## src/rtl/pio_access_arbiter.sv

```systemverilog
// Two-master round-robin arbiter in front of a single 8-bit PIO Avalon slave.
// Grants are registered (no zero-wait path); a master may lock the grant for atomic sequences.
module pio_access_arbiter #(
   parameter int ADDR_W   = 3,
   parameter int DATA_W   = 32,
   parameter int LOCK_MAX = 8
) (
   input  logic              clk,
   input  logic              reset,
   input  logic              m0_chipselect,
   input  logic              m0_write_n,
   input  logic [ADDR_W-1:0] m0_address,
   input  logic [DATA_W-1:0] m0_writedata,
   input  logic              m0_lock,
   output logic              m0_waitrequest,
   output logic [DATA_W-1:0] m0_readdata,
   output logic              m0_readdatavalid,
   input  logic              m1_chipselect,
   input  logic              m1_write_n,
   input  logic [ADDR_W-1:0] m1_address,
   input  logic [DATA_W-1:0] m1_writedata,
   input  logic              m1_lock,
   output logic              m1_waitrequest,
   output logic [DATA_W-1:0] m1_readdata,
   output logic              m1_readdatavalid,
   output logic              s_chipselect,
   output logic              s_write_n,
   output logic [ADDR_W-1:0] s_address,
   output logic [DATA_W-1:0] s_writedata,
   input  logic [DATA_W-1:0] s_readdata
);

   localparam int CNT_W = $clog2(LOCK_MAX + 1);
   localparam logic [CNT_W-1:0] LOCK_LIM = CNT_W'(LOCK_MAX);

   typedef enum logic [1:0] {IDLE, OWN0, OWN1} state_t;

   state_t             state, state_next, eff_state;
   logic               rr_ptr, rr_ptr_next;
   logic [CNT_W-1:0]   lock_cnt, lock_cnt_next, cnt_inc;
   logic               rd_pending, rd_pending_next;
   logic               rd_owner, rd_owner_next;

   logic               own_id;
   logic               own_cs, own_wn, own_lock, other_cs;
   logic [ADDR_W-1:0]  own_addr;
   logic [DATA_W-1:0]  own_data;

   // Reset forces idle-looking outputs in the same cycle, so nothing can issue while it is held.
   assign eff_state = reset ? IDLE : state;

   assign own_id   = (eff_state == OWN1);
   assign own_cs   = own_id ? m1_chipselect : m0_chipselect;
   assign own_wn   = own_id ? m1_write_n    : m0_write_n;
   assign own_lock = own_id ? m1_lock       : m0_lock;
   assign own_addr = own_id ? m1_address    : m0_address;
   assign own_data = own_id ? m1_writedata  : m0_writedata;
   assign other_cs = own_id ? m0_chipselect : m1_chipselect;

   // Saturates so a lock held with nobody waiting cannot wrap back below the limit.
   assign cnt_inc = (lock_cnt == LOCK_LIM) ? lock_cnt : lock_cnt + CNT_W'(1);

   assign m0_readdata      = s_readdata;
   assign m1_readdata      = s_readdata;
   assign m0_readdatavalid = rd_pending && !rd_owner;
   assign m1_readdatavalid = rd_pending &&  rd_owner;

   always_comb begin
      state_next      = eff_state;
      rr_ptr_next     = rr_ptr;
      lock_cnt_next   = lock_cnt;
      rd_pending_next = 1'b0;
      rd_owner_next   = rd_owner;
      m0_waitrequest  = m0_chipselect;
      m1_waitrequest  = m1_chipselect;
      s_chipselect    = 1'b0;
      s_write_n       = 1'b1;
      s_address       = '0;
      s_writedata     = '0;
      case (eff_state)
         IDLE: begin
            lock_cnt_next = '0;
            if (m0_chipselect && m1_chipselect)
               state_next = rr_ptr ? OWN1 : OWN0;
            else if (m0_chipselect)
               state_next = OWN0;
            else if (m1_chipselect)
               state_next = OWN1;
         end
         OWN0, OWN1: begin
            if (own_id)
               m1_waitrequest = 1'b0;
            else
               m0_waitrequest = 1'b0;
            s_chipselect = own_cs;
            s_write_n    = own_wn;
            s_address    = own_addr;
            s_writedata  = own_data;
            if (own_cs) begin
               if (own_wn) begin
                  rd_pending_next = 1'b1;
                  rd_owner_next   = own_id;
               end
               // A lock is broken silently once the other master has waited LOCK_MAX transfers.
               if (own_lock && !(cnt_inc == LOCK_LIM && other_cs)) begin
                  lock_cnt_next = cnt_inc;
               end else begin
                  state_next    = IDLE;
                  rr_ptr_next   = ~own_id;
                  lock_cnt_next = '0;
               end
            end else if (!own_lock) begin
               state_next    = IDLE;
               lock_cnt_next = '0;
            end
         end
         default: state_next = IDLE;
      endcase
   end

   always_ff @(posedge clk) begin
      if (reset) begin
         state      <= IDLE;
         rr_ptr     <= 1'b0;
         lock_cnt   <= '0;
         rd_pending <= 1'b0;
         rd_owner   <= 1'b0;
      end else begin
         state      <= state_next;
         rr_ptr     <= rr_ptr_next;
         lock_cnt   <= lock_cnt_next;
         rd_pending <= rd_pending_next;
         rd_owner   <= rd_owner_next;
      end
   end

endmodule

```

## config.mk

```make
export PLATFORM = sky130hd
export DESIGN_NAME = pio_access_arbiter
export DESIGN_NICKNAME = d
export VERILOG_FILES = /design/src/rtl/pio_access_arbiter.sv
export SDC_FILE = /design/constraint.sdc
export NUM_CORES = 1
export LEC_CHECK = 0
export BUFFER_PORTS_ARGS = -buffer_cell sky130_fd_sc_hd__buf_2
export CAP_MARGIN = 25
export CORE_AREA = 4 4 82 84
export DETAILED_ROUTE_END_ITERATION = 8
export DIE_AREA = 0 0 86 88
export PLACE_DENSITY_LB_ADDON = 0.2
export SLEW_MARGIN = 5
export SYNTH_ARGS = -nofsm -noshare
export SYNTH_HDL_FRONTEND = slang
export SYNTH_SLANG_ARGS = --single-unit
```

## constraint.sdc

```tcl
create_clock -name clk -period 2.9 [get_ports clk]
set_input_delay 0.58 -clock clk [delete_from_list [all_inputs] [get_ports clk]]
set_output_delay 0.58 -clock clk [all_outputs]
set_load 0.01 [all_outputs]
```

==> out/qor.csv <==
metric,value,unit
initial_core_util,30.1,%
min_period,2.68,ns
drtIter0Drc,30,
min_to,rd_owner$_SDFFE_PP0P_,
drive_above_1_share,46.3,%
arrival,2.10,ns
critical_path_class,in -> out,
path_max_fanout,14,
area_growth,15.1,%
syn_inst,232,
avgViaCountPerCell,4.47,
synth_top_flop_cell,dfxtp_1,
cp-start-kind,input pin,
finClkSkew,0.00220,ns
gr-usage-all-layers,12.1,%
coreArea,5920,um^2
rsz0062_at_grt,false,
grt_pass1_wl,7.51,mm
cts_setup_buffers,0,
p_leak,0.986,nW
worst_slew_pin_slew,0.478,ns
design.portCount,215,
synth_cell_types,38,
crit_buf_inv,4,
worst_r2r_path_depth,6,
synth_mux_area_share,22.6,%
outcome,"finished, final reports clean",
first_pass_iters,4,
io_buffers,118,
grt_max_degree,24,
drc,0,
rr_startpoint,state[1]$_SDFF_PP0_,
antenna_found_initial,0,
ys_top_cells_by_area,"buf_4, mux2i_1, nor2b_1",
max-cap-violations,0,
dieArea,7570,um^2
synth_edf_count,0,
r2r_slack,0.85,ns
synth_top_family_by_area,buffers and inverters,
syn_nets,347,
peakVddDrop,0.146,mV
synth_seq_area_share,10.1,%
path_clk_slew,0.04,ns
synth_area_leader_cell,buf_4,
yosysWarnings,0,
synth-simple-area-share,23.2,%
synth_area,1780,um^2
slowest_stage,ha_1,
placement.setup.worst_slack,0.181,ns
cts_buffers,3,
netlist.area_leader.share,27.4,%
die_w,86,um
overflow,0,
place_congestion,0.752,
crit_path_end_kind,output port,
final_cell_mix,"buf_2, nor2b_1, mux2i_1",
instances_no_fill,358,
synth_seq_cells,9,
hold_viol,0,
synth_area_per_cell,7.68,um^2
mostFrequentLayoutCell,buf_2,
required,2.32,ns
diodes,0,
crit_family,buffers and inverters,
finalSetupViolations,0,
report.final.slew_viol_count,0,
whs_path_depth,2,
cts_tree,done,
worstPathCellList,buf_2 -> nand2b_1 -> inv_1 -> ha_1 -> buf_4 -> nor2b_1 -> buf_2,
placed_cells,354,
hold_path.startpoint,rd_owner$_SDFFE_PP0P_,
synth_xor_area_share,0.983,%
finalWirelength,5.02,mm
synth-compound-area-share,7.94,%
period_share,92.5,%
cpMostUsedCell,buf_2,
setup_ws,0.219,ns
insertion_delay,0.23,ns
rows,28,
clk_path_buf_depth,2,
avgRoutedWirePerCell,14.0,um
hp-class,reg -> reg,
cts_resized,0,
finalPower,0.486,mW
fmax,373,MHz
setup-tns-final,0,ns
cts_sinks,9,
grt_pass1_vias,1544,
slew_headroom,67.9,%
die_h,88,um
vias,1602,
async_flop_share,0,%
ant_nets,0,
hold_buffers,0,
pwr_density_cell,237,nW/um^2
cpPeakStageDelay,0.48,ns
final_nets,399,
cts-htree-levels,1,
synth_adder_area_share,3.51,%
rr_endpoint,rr_ptr$_SDFFE_PP0P_,
dp_hpwl,4.21,mm
cts-root-buf,clkbuf_8,
-- worst max-delay path by stage --
stage               start              end  slack [ns]  cells after the start
floorplan           reset     s_address[0]        0.16                      7
global placement    reset  s_writedata[22]        0.17                      7
detailed placement  reset   s_writedata[7]        0.18                      7
CTS                 reset  s_writedata[23]        0.17                      7
global route        reset  s_writedata[22]      0.0003                      7
finish              reset  s_writedata[23]        0.22                      7
-- final cells by class --
cell class	count	area [um^2]
Inverter	8	30.0
Timing Repair Buffer	124	661
Sequential cell	9	180
Fill cell	676	3870
Clock buffer	4	45.0
Multi-Input combinational cell	138	1040
Tap cell	75	93.8
-- flip-flops by register name, summed over array words and instances (netlist names) --
name and flops:
rd_owner 1, lock_cnt 4, rd_pending 1, state 2
rr_ptr 1
-- metal layers --
metal  track usage, %  routed length [um]
met5                0                   0
met4             2.73                  36
met3             2.92                 542
met2             24.0                2700
met1             12.7                1750
-- power by group --
group          internal (mW)  leakage [nW]  switching (mW)  total [mW]
Clock                 0.0956        0.0228          0.0481       0.144
Combinational          0.113         0.890           0.100       0.214
Sequential             0.127        0.0730         0.00129       0.129
Total                  0.336         0.986           0.150       0.486
-- worst min-delay path: cells and delay by family (launching register included) --
kind / cells / cell delay [ns]
AO/OA/AOI/OAI: 1 / 0.05
flip-flops: 1 / 0.32
AND/OR/NAND/NOR: 1 / 0.06
-- synthesized netlist by cell type, drive strengths merged (3+ instances only) --
cell type / count
a21oi: 3
buf: 69
clkbuf: 8
dfxtp: 9
ha: 5
inv: 8
mux2i: 38
nand2: 10
nand3: 5
nor2: 6
nor2b: 39
-- cell families after synthesis --
family	Yosys count
flip-flops	9
AO/OA/AOI/OAI	19
multiplexers	40
XOR/XNOR	2
buffers and inverters	85
AND/OR/NAND/NOR	72
adder cells (fa/ha/maj)	5
-- through the flow --
stage               hold WS (ns)  instance area [um^2]  util, %
finish                     0.483                  2050     34.6
global route               0.561                  2050     34.6
CTS                        0.489                  2050     34.6
detailed placement         0.483                  2010     33.9
global placement           0.492                  2010     33.9
floorplan                  0.458                  1780        -
(Power assumes the default switching activity.)
